File: config.mk
export PLATFORM = sky130hd
export DESIGN_NAME = zebra_detect_sequencer
export DESIGN_NICKNAME = d
export VERILOG_FILES = /design/src/rtl/zebra_detect_sequencer.sv
export SDC_FILE = /design/constraint.sdc
export NUM_CORES = 1
export LEC_CHECK = 0
export CAP_MARGIN = 15
export CELL_PAD_IN_SITES_DETAIL_PLACEMENT = 1
export CELL_PAD_IN_SITES_GLOBAL_PLACEMENT = 2
export CORE_ASPECT_RATIO = 1.4
export CORE_MARGIN = 5
export CORE_UTILIZATION = 31
export DETAILED_ROUTE_END_ITERATION = 10
export GPL_TIMING_DRIVEN = 0
export PLACE_DENSITY_LB_ADDON = 0.25
export REMOVE_ABC_BUFFERS = 1
export SYNTH_ARGS = -nofsm -noshare
export SYNTH_HDL_FRONTEND = slang
export SYNTH_SLANG_ARGS = --single-unit
File: constraint.sdc
create_clock -name clk -period 2.6 [get_ports clk]
set_input_delay 0.65 -clock clk [delete_from_list [all_inputs] [get_ports clk]]
set_output_delay 0.65 -clock clk [all_outputs]
set_load 0.005 [all_outputs]
File: src/rtl/zebra_detect_sequencer.sv
// Sequences one zebra-crossing detection per frame: clear visited BRAM, run detector, publish result.
// Latency: TOTAL clear cycles, then up to TIMEOUT_CYCLES run cycles, then a one-cycle DONE result pulse.
// Backpressure: frame_ready while busy is held as one pending frame; extra pulses collapse into it.
module zebra_detect_sequencer #(
  parameter int IMG_WIDTH      = 640,
  parameter int IMG_HEIGHT     = 480,
  parameter int TIMEOUT_CYCLES = 10_000_000,
  parameter int TOTAL          = IMG_WIDTH * IMG_HEIGHT,
  parameter int ADDR_W         = $clog2(TOTAL)
) (
  input  logic              clk,
  input  logic              rst,
  input  logic              frame_ready,
  output logic              busy,
  output logic              det_valid_to_read,
  input  logic              det_detection_valid,
  input  logic              det_crossing_detected,
  input  logic [7:0]        det_stripe_count,
  input  logic [ADDR_W-1:0] det_visited_addr,
  input  logic              det_visited_we,
  input  logic              det_visited_wdata,
  output logic [ADDR_W-1:0] mem_visited_addr,
  output logic              mem_visited_we,
  output logic              mem_visited_wdata,
  output logic              result_valid,
  output logic              result_crossing,
  output logic [7:0]        result_stripes,
  output logic              result_timeout
);

  localparam int TO_W = $clog2(TIMEOUT_CYCLES) + 1;

  // Terminal counts: last clear address and last allowed run cycle.
  localparam logic [ADDR_W:0] CLR_LAST = (ADDR_W + 1)'(TOTAL - 1);
  localparam logic [TO_W-1:0] TO_LAST  = TO_W'(TIMEOUT_CYCLES - 1);

  typedef enum logic [1:0] {
    S_IDLE  = 2'd0,
    S_CLEAR = 2'd1,
    S_RUN   = 2'd2,
    S_DONE  = 2'd3
  } state_t;

  state_t          state, state_nxt;
  logic [ADDR_W:0] clr_cnt, clr_cnt_nxt;
  logic [TO_W-1:0] to_cnt, to_cnt_nxt;
  logic            pending, pending_nxt;
  logic            load_det;
  logic            load_to;

  // State, counters and pending flag registers.
  always_ff @(posedge clk or posedge rst) begin
    if (rst) begin
      state   <= S_IDLE;
      clr_cnt <= '0;
      to_cnt  <= '0;
      pending <= 1'b0;
    end else begin
      state   <= state_nxt;
      clr_cnt <= clr_cnt_nxt;
      to_cnt  <= to_cnt_nxt;
      pending <= pending_nxt;
    end
  end

  // Next-state, counter updates and all combinational outputs.
  always_comb begin
    state_nxt         = state;
    clr_cnt_nxt       = clr_cnt;
    to_cnt_nxt        = to_cnt;
    pending_nxt       = pending;
    load_det          = 1'b0;
    load_to           = 1'b0;
    busy              = (state != S_IDLE);
    det_valid_to_read = 1'b0;
    mem_visited_addr  = '0;
    mem_visited_we    = 1'b0;
    mem_visited_wdata = 1'b0;
    result_valid      = 1'b0;

    case (state)
      S_IDLE: begin
        if (frame_ready || pending) begin
          state_nxt   = S_CLEAR;
          clr_cnt_nxt = '0;
          pending_nxt = 1'b0;
        end
      end

      S_CLEAR: begin
        pending_nxt       = pending | frame_ready;
        mem_visited_addr  = clr_cnt[ADDR_W-1:0];
        mem_visited_we    = 1'b1;
        mem_visited_wdata = 1'b0;
        if (clr_cnt == CLR_LAST) begin
          state_nxt  = S_RUN;
          to_cnt_nxt = '0;
        end else begin
          clr_cnt_nxt = clr_cnt + 1'b1;
        end
      end

      S_RUN: begin
        pending_nxt       = pending | frame_ready;
        det_valid_to_read = 1'b1;
        // Detector owns the visited BRAM port with no added latency.
        mem_visited_addr  = det_visited_addr;
        mem_visited_we    = det_visited_we;
        mem_visited_wdata = det_visited_wdata;
        // A detection on the final allowed cycle still counts as a detection.
        if (det_detection_valid) begin
          state_nxt = S_DONE;
          load_det  = 1'b1;
        end else if (to_cnt == TO_LAST) begin
          state_nxt = S_DONE;
          load_to   = 1'b1;
        end else begin
          to_cnt_nxt = to_cnt + 1'b1;
        end
      end

      S_DONE: begin
        result_valid = 1'b1;
        pending_nxt  = 1'b0;
        if (pending || frame_ready) begin
          state_nxt   = S_CLEAR;
          clr_cnt_nxt = '0;
        end else begin
          state_nxt = S_IDLE;
        end
      end

      default: begin
        state_nxt = S_IDLE;
      end
    endcase
  end

  // Result fields update only on entry to DONE and hold until the next one.
  always_ff @(posedge clk or posedge rst) begin
    if (rst) begin
      result_crossing <= 1'b0;
      result_stripes  <= 8'd0;
      result_timeout  <= 1'b0;
    end else if (load_det) begin
      result_crossing <= det_crossing_detected;
      result_stripes  <= det_stripe_count;
      result_timeout  <= 1'b0;
    end else if (load_to) begin
      result_crossing <= 1'b0;
      result_stripes  <= 8'd0;
      result_timeout  <= 1'b1;
    end
  end

endmodule

# Word level (Yosys, flattened, before mapping)
# Index checks and enable logic that the tools add are counted.
[totals]
regBits = 58
input_bits = 34
wordCells = 64
[classes]
n_eq_ne = 12
n_addsub = 2
reduce_logical = 11
muxes = 31
bitwise = 1
[op_table]
columns = ["op", "n"]
rows = [
  ["$mux 25", 3],
  ["$pmux 25 s2", 1],
  ["$mux 20", 2],
  ["$pmux 20 s2", 1],
  ["$pmux 19 s2", 1],
  ["$add 25x1->25 const B", 1],
  ["$eq 25x24->1 const B", 1],
  ["$add 20x1->20 const B", 1],
  ["$eq 20x19->1 const B", 1],
  ["$mux 8", 2],
  ["$mux 1", 14],
  ["$ne 2x2->1 const B", 5],
  ["$mux 2", 4],
  ["$pmux 2 s4", 1],
  ["$reduce_bool 2->1", 4],
  ["$reduce_and 3->1", 2],
  ["$eq 2x2->1 const B", 2],
  ["$reduce_and 4->1", 1],
  ["$reduce_or 2->1", 2],
  ["$ne 3x3->1 const B", 1],
  ["$pmux 1 s3", 1],
  ["$eq 2x1->1 const B", 1],
  ["$logic_not 2->1", 1],
  ["$ne 2x1->1 const B", 1],
  ["3 further kinds", 3],
]

# Depth between registers and ports, before layout
[logic_depth]
depth_word = 6
ltp_mapped = 9
depth_no_buf = 7

# Least setup slack after synthesis
# OpenSTA, ideal clock, no wires.
[synth_timing]
path_kind = "register to register"
startpoint = "register state[0]"
endpoint = "register to_cnt[24]"
period_less_slack_ns = 2.152
setup_ns = 0.104
setup_slack_ns = 0.448
arrival_time_ns = 2.048
stages_incl_launch_ff = 10
cell_sequence = "dfrtp_1 inv_1 ha_1 buf_2 nor4bb_1 nand3_1 o21ai_0 clkbuf_1 o21ai_0 o311ai_1"
[synth_between]
elab_chain_len = 3
[synth_lines]
columns = ["element", "line_no", "rtl"]
rows = [
  ["start: declaration", "44", "state_t state, state_nxt;"],
  ["start signal: assignment", "59", "state <= state_nxt;"],
  ["$eq 2x2->1 or $eq 2x1->1 (tied branches)", "81", "case (state)"],
  ["$ne 2x2->1 (no source line) or $reduce_bool 2->1 (tied branches)", "--", ""],
  ["$reduce_and 4->1 (no source line)", "--", ""],
  ["end signal: assignment", "61", "to_cnt <= to_cnt_nxt;"],
  ["end: declaration", "46", "logic [TO_W-1:0] to_cnt, to_cnt_nxt;"],
]
# Several ways; a longest one is shown, not always the timed one.
# A chain may end at the register's enable or synchronous reset.

# Worst setup path in the final report
[layout_timing]
startpoint = "register state[0]"
endpoint = "output port mem_visited_addr[1]"
[layout_between]
elab_chain_len = 2
[layout_lines]
columns = ["element", "line_no", "rtl"]
rows = [
  ["$eq 2x2->1 or $eq 2x1->1 (tied branches)", "81", ""],
  ["$pmux 19 s2 *", "81", ""],
  ["end: declaration", "22", "output logic [ADDR_W-1:0] mem_visited_addr,"],
]
# Every way passes the cells marked *; elsewhere a longest branch is shown, timed or not.

==> results_dict.tcl <==
set metrics [dict create \
    run_status "completed" \
    placedCellCount 606 \
    cts_hold_buf 0 \
    post-route-drc-count 0 \
    htree_levels 3 \
    clock_sinks 58 \
    post-synth-top-area-cell "sky130_fd_sc_hd__dfrtp_1" \
    layout_worst_path_cycle_share_pct 98.52 \
    critPathLaunchType "flop" \
    antenna_cells 0 \
    grt_pass1_vias 3826 \
    setup_viol 0 \
    vias_per_cell 5.693 \
    final_max_slew_violation_count 0 \
    ant_nets 0 \
    rows 47 \
    leakagePower_nw 2.343 \
    clock.fmax_mhz 390.4 \
    yosys_warnings 0 \
    global_route.overflow_total 0 \
    timing.critical_path.to_type "output pin" \
    clockRootBuffer "sky130_fd_sc_hd__clkbuf_16" \
    cts_tree "done" \
    cell_pwr_density_nw_per_um2 1082 \
    grt.busiest_layer "met2" \
    vias 3649 \
    grt_setup_unrepaired "true" \
    nFillCells 1342 \
    timing.critical_path.arrival_ps 1910 \
    layout-area-overhead-vs-synth_pct 39.71 \
    slowest_stage_delay_on_critical_path_ps 450 \
    clk_latency_ps 330 \
    fp.coreArea_um2 11700 \
    dpl.hpwl_mm 8.193 \
    worst_ir_drop_vdd_v 0.0005413 \
    layout_min_cycle_time_ps 2561 \
    comb_power_share_pct 53.9 \
    total_i_o_pin_count 68 \
    globalRouteMet2Util_pct 33.00 \
    crit_slowest_cell "sky130_fd_sc_hd__clkdlybuf4s50_1" \
    clock-skew-final_ps 6.881 \
    synth_edf_count 0 \
    design.die.area_um2 14090 \
    worst_hold_path_type "reg -> reg" \
    total_routing_usage_gr_pct 18.04 \
    clk_transition_reported_paths_ps 60 \
    top_count_cell_post_synth "sky130_fd_sc_hd__dfrtp_1" \
    seq_power_share_pct 25.4 \
    pwr-share-clk_pct 20.6 \
    first_pass_iters 4 \
    critical_path.n_buffers_inverters 3 \
    floorplan.die.height_um 138.5 \
    synthesized_area_per_cell_um2 8.702 \
    cts-buffers-inserted 9 \
    layout-drive-gt1-share_pct 13.56 \
    power_report.internal_total_mw 3.246 \
    cpLargestDelayFamily "buffers and inverters" \
    max_slew.worst_pin.slew_ps 998.3 \
    grt_pass1_wl_mm 20.10 \
    async_reset_ff_share_pct 100.0 \
    placement.io_buffers 67 \
    grt_start_max_net_pins 31 \
    p_switching_mw 2.276 \
    detailedRoute.firstIterationViolations 100 \
    ys_ff_latch 58 \
    required_ps 1950 \
    synth_area_leaders "sky130_fd_sc_hd__dfrtp_1 40%, sky130_fd_sc_hd__o31ai_1 5.8%, sky130_fd_sc_hd__nand2_1 4.8%, sky130_fd_sc_hd__nand3_1 4.5%, sky130_fd_sc_hd__a22oi_1 3.9%" \
    finalCoreUtilization_pct 43.63 \
    use_met3_pct 3.125 \
    cts-root-to-sink-buffers 2 \
    power.switching_fraction_pct 41.22 \
    die-width_um 101.8 \
    highest_net_fanout_along_the_worst_path 12 \
    mean_routed_wirelength_per_cell_um 19.59 \
    gp_congestion 0.7706 \
    seq_area_frac_synth_pct 39.71 \
    worstPathCellList "buf_4 -> ha_4 -> buf_12 -> a22oi_2 -> nor2_1 -> clkdlybuf4s50_1" \
    synth.cells.most_frequent "58 x sky130_fd_sc_hd__dfrtp_1, 47 x sky130_fd_sc_hd__nand2_1, 33 x sky130_fd_sc_hd__nand3_1" \
    post_synth_instance_area_um2 3655 \
    syn-instance-count 420 \
    fin_nets 531 \
    maxSlewHeadroom_pct 33.09 \
    grt_antenna_before_repair 0 \
    synth_top_cell_area_share_pct 39.71 \
    maxCapViolCount 0 \
    use_met1_pct 20.59 \
    yosys.cell_types.count 56 \
    final_hold_viol_count 0 \
    start_util_pct 31.23 \
    layout.cells.non_filler 641 \
    finalWirelength_mm 12.56 \
    synth_ff_type "sky130_fd_sc_hd__dfrtp_1" \
    critical_setup_path_class "reg -> out" \
]
-- flip-flops by register name, indices dropped and copies added (netlist names) --
name,flops
state,2
pending,1
to_cnt,25
clr_cnt,20
result_timeout,1
result_crossing,1
result_stripes,8
-- worst paths after layout --
| path | startpoint | endpoint | slack (ps) | depth (start not counted) |
|---|---|---|---|---|
| worst min-delay path | to_cnt[5] | to_cnt[5] | 490 | 1 |
| worst max-delay path | state[0] | mem_visited_addr[1] | 40 | 6 |
| worst min register to register | to_cnt[5] | to_cnt[5] | 490 | 1 |
| worst max register to register | state[0] | state[0] | 190 | 8 |
| max in group asynchronous | rst | to_cnt[6] | 1230 | 3 |
| min in group asynchronous | rst | state[1] | 760 | 2 |
-- per-layer routing --
metal,routed length [um],up-vias
li1,-,1736
met1,4939,1835
met2,7022,61
met3,301,17
met4,296,0
met5,0,-
-- stage by stage --
step           worst slack [ps]  area [um2]  hold slack, ps  setup TNS [ps]  power (mW)
3_5_place_dp             -898.9        4456           472.6          -42510       3.816
2_1_floorplan            -897.1        3507           446.4          -17310       2.669
6_report                  38.61        5106           490.5               0       5.523
4_1_cts                   4.902        4927           488.8               0       5.375
5_1_grt                  -12.52        5106           508.3          -12.52       5.888
3_3_place_gp              -2600        4362           467.3         -151050       3.624
-- final cells by class --
cell class | count | area [um2] | share of cell area (%)
inverters | 12 | 63.81 | 1.250
repair buffers | 89 | 978.4 | 19.16
flip-flops and latches | 58 | 1454 | 28.47
well taps | 147 | 183.9 | 3.602
multi-input cells | 318 | 2126 | 41.63
clock inverters | 2 | 10.01 | 0.1960
repair inverters | 1 | 16.27 | 0.3185
clock buffers | 14 | 274.0 | 5.366
-- power groups by stage --
stage               sequential, mW  combinational (mW)  clock, mW
finish                        1.40                2.98       1.14
global route                  1.45                3.23       1.21
global placement              1.40                2.23          0
floorplan                     1.34                1.33          0
detailed placement            1.41                2.41          0
CTS                           1.40                2.82       1.16
-- logic make-up (layout without fill, tap and decap cells) --
kind of cell,after synthesis,after routing,synth area share (%)
AND/OR/NAND/NOR,171,171,24.24
AO/OA/AOI/OAI,134,134,26.74
flip-flops,58,58,39.71
buffers and inverters,44,118,5.272
adder cells (fa/ha/maj),8,8,2.739
multiplexers,3,3,0.8217
XOR/XNOR,2,2,0.4794
-- timing repair --
item	CTS	global route
cloned	1	1
hold endpoints to repair	0	0
setup buffers	8	9
resized for setup	20	29
endpoints found under the setup margin	79	42
pin swaps	2	2
-- layout by cell type, fill, tap and decap left out, types with 3 or more instances in the layout --
master and n:
sky130_fd_sc_hd__clkbuf_16 10, sky130_fd_sc_hd__a22oi_1 15, sky130_fd_sc_hd__nor2_1 30, sky130_fd_sc_hd__and4_1 4, sky130_fd_sc_hd__a21oi_1 12, sky130_fd_sc_hd__a41oi_1 7, sky130_fd_sc_hd__nand4_1 10, sky130_fd_sc_hd__mux2i_1 3
sky130_fd_sc_hd__o21ai_0 15, sky130_fd_sc_hd__ha_1 5, sky130_fd_sc_hd__a211o_1 3, sky130_fd_sc_hd__or3_1 3, sky130_fd_sc_hd__ha_4 3, sky130_fd_sc_hd__clkdlybuf4s50_1 49, sky130_fd_sc_hd__o41ai_1 8, sky130_fd_sc_hd__buf_12 3
sky130_fd_sc_hd__a22oi_2 4, sky130_fd_sc_hd__nand2_1 47, sky130_fd_sc_hd__nor4_1 3, sky130_fd_sc_hd__buf_8 3, sky130_fd_sc_hd__a31oi_1 18, sky130_fd_sc_hd__clkinv_2 3, sky130_fd_sc_hd__dlymetal6s2s_1 18, sky130_fd_sc_hd__nand2b_1 3
sky130_fd_sc_hd__o31ai_1 28, sky130_fd_sc_hd__dfrtp_1 56, sky130_fd_sc_hd__and3_1 12, sky130_fd_sc_hd__nor3_1 3, sky130_fd_sc_hd__and2_1 5, sky130_fd_sc_hd__clkbuf_8 3, sky130_fd_sc_hd__inv_1 7, sky130_fd_sc_hd__nand3_1 33
sky130_fd_sc_hd__o31a_1 3, sky130_fd_sc_hd__buf_4 14
Note: power is estimated with default switching activity, not from simulation.
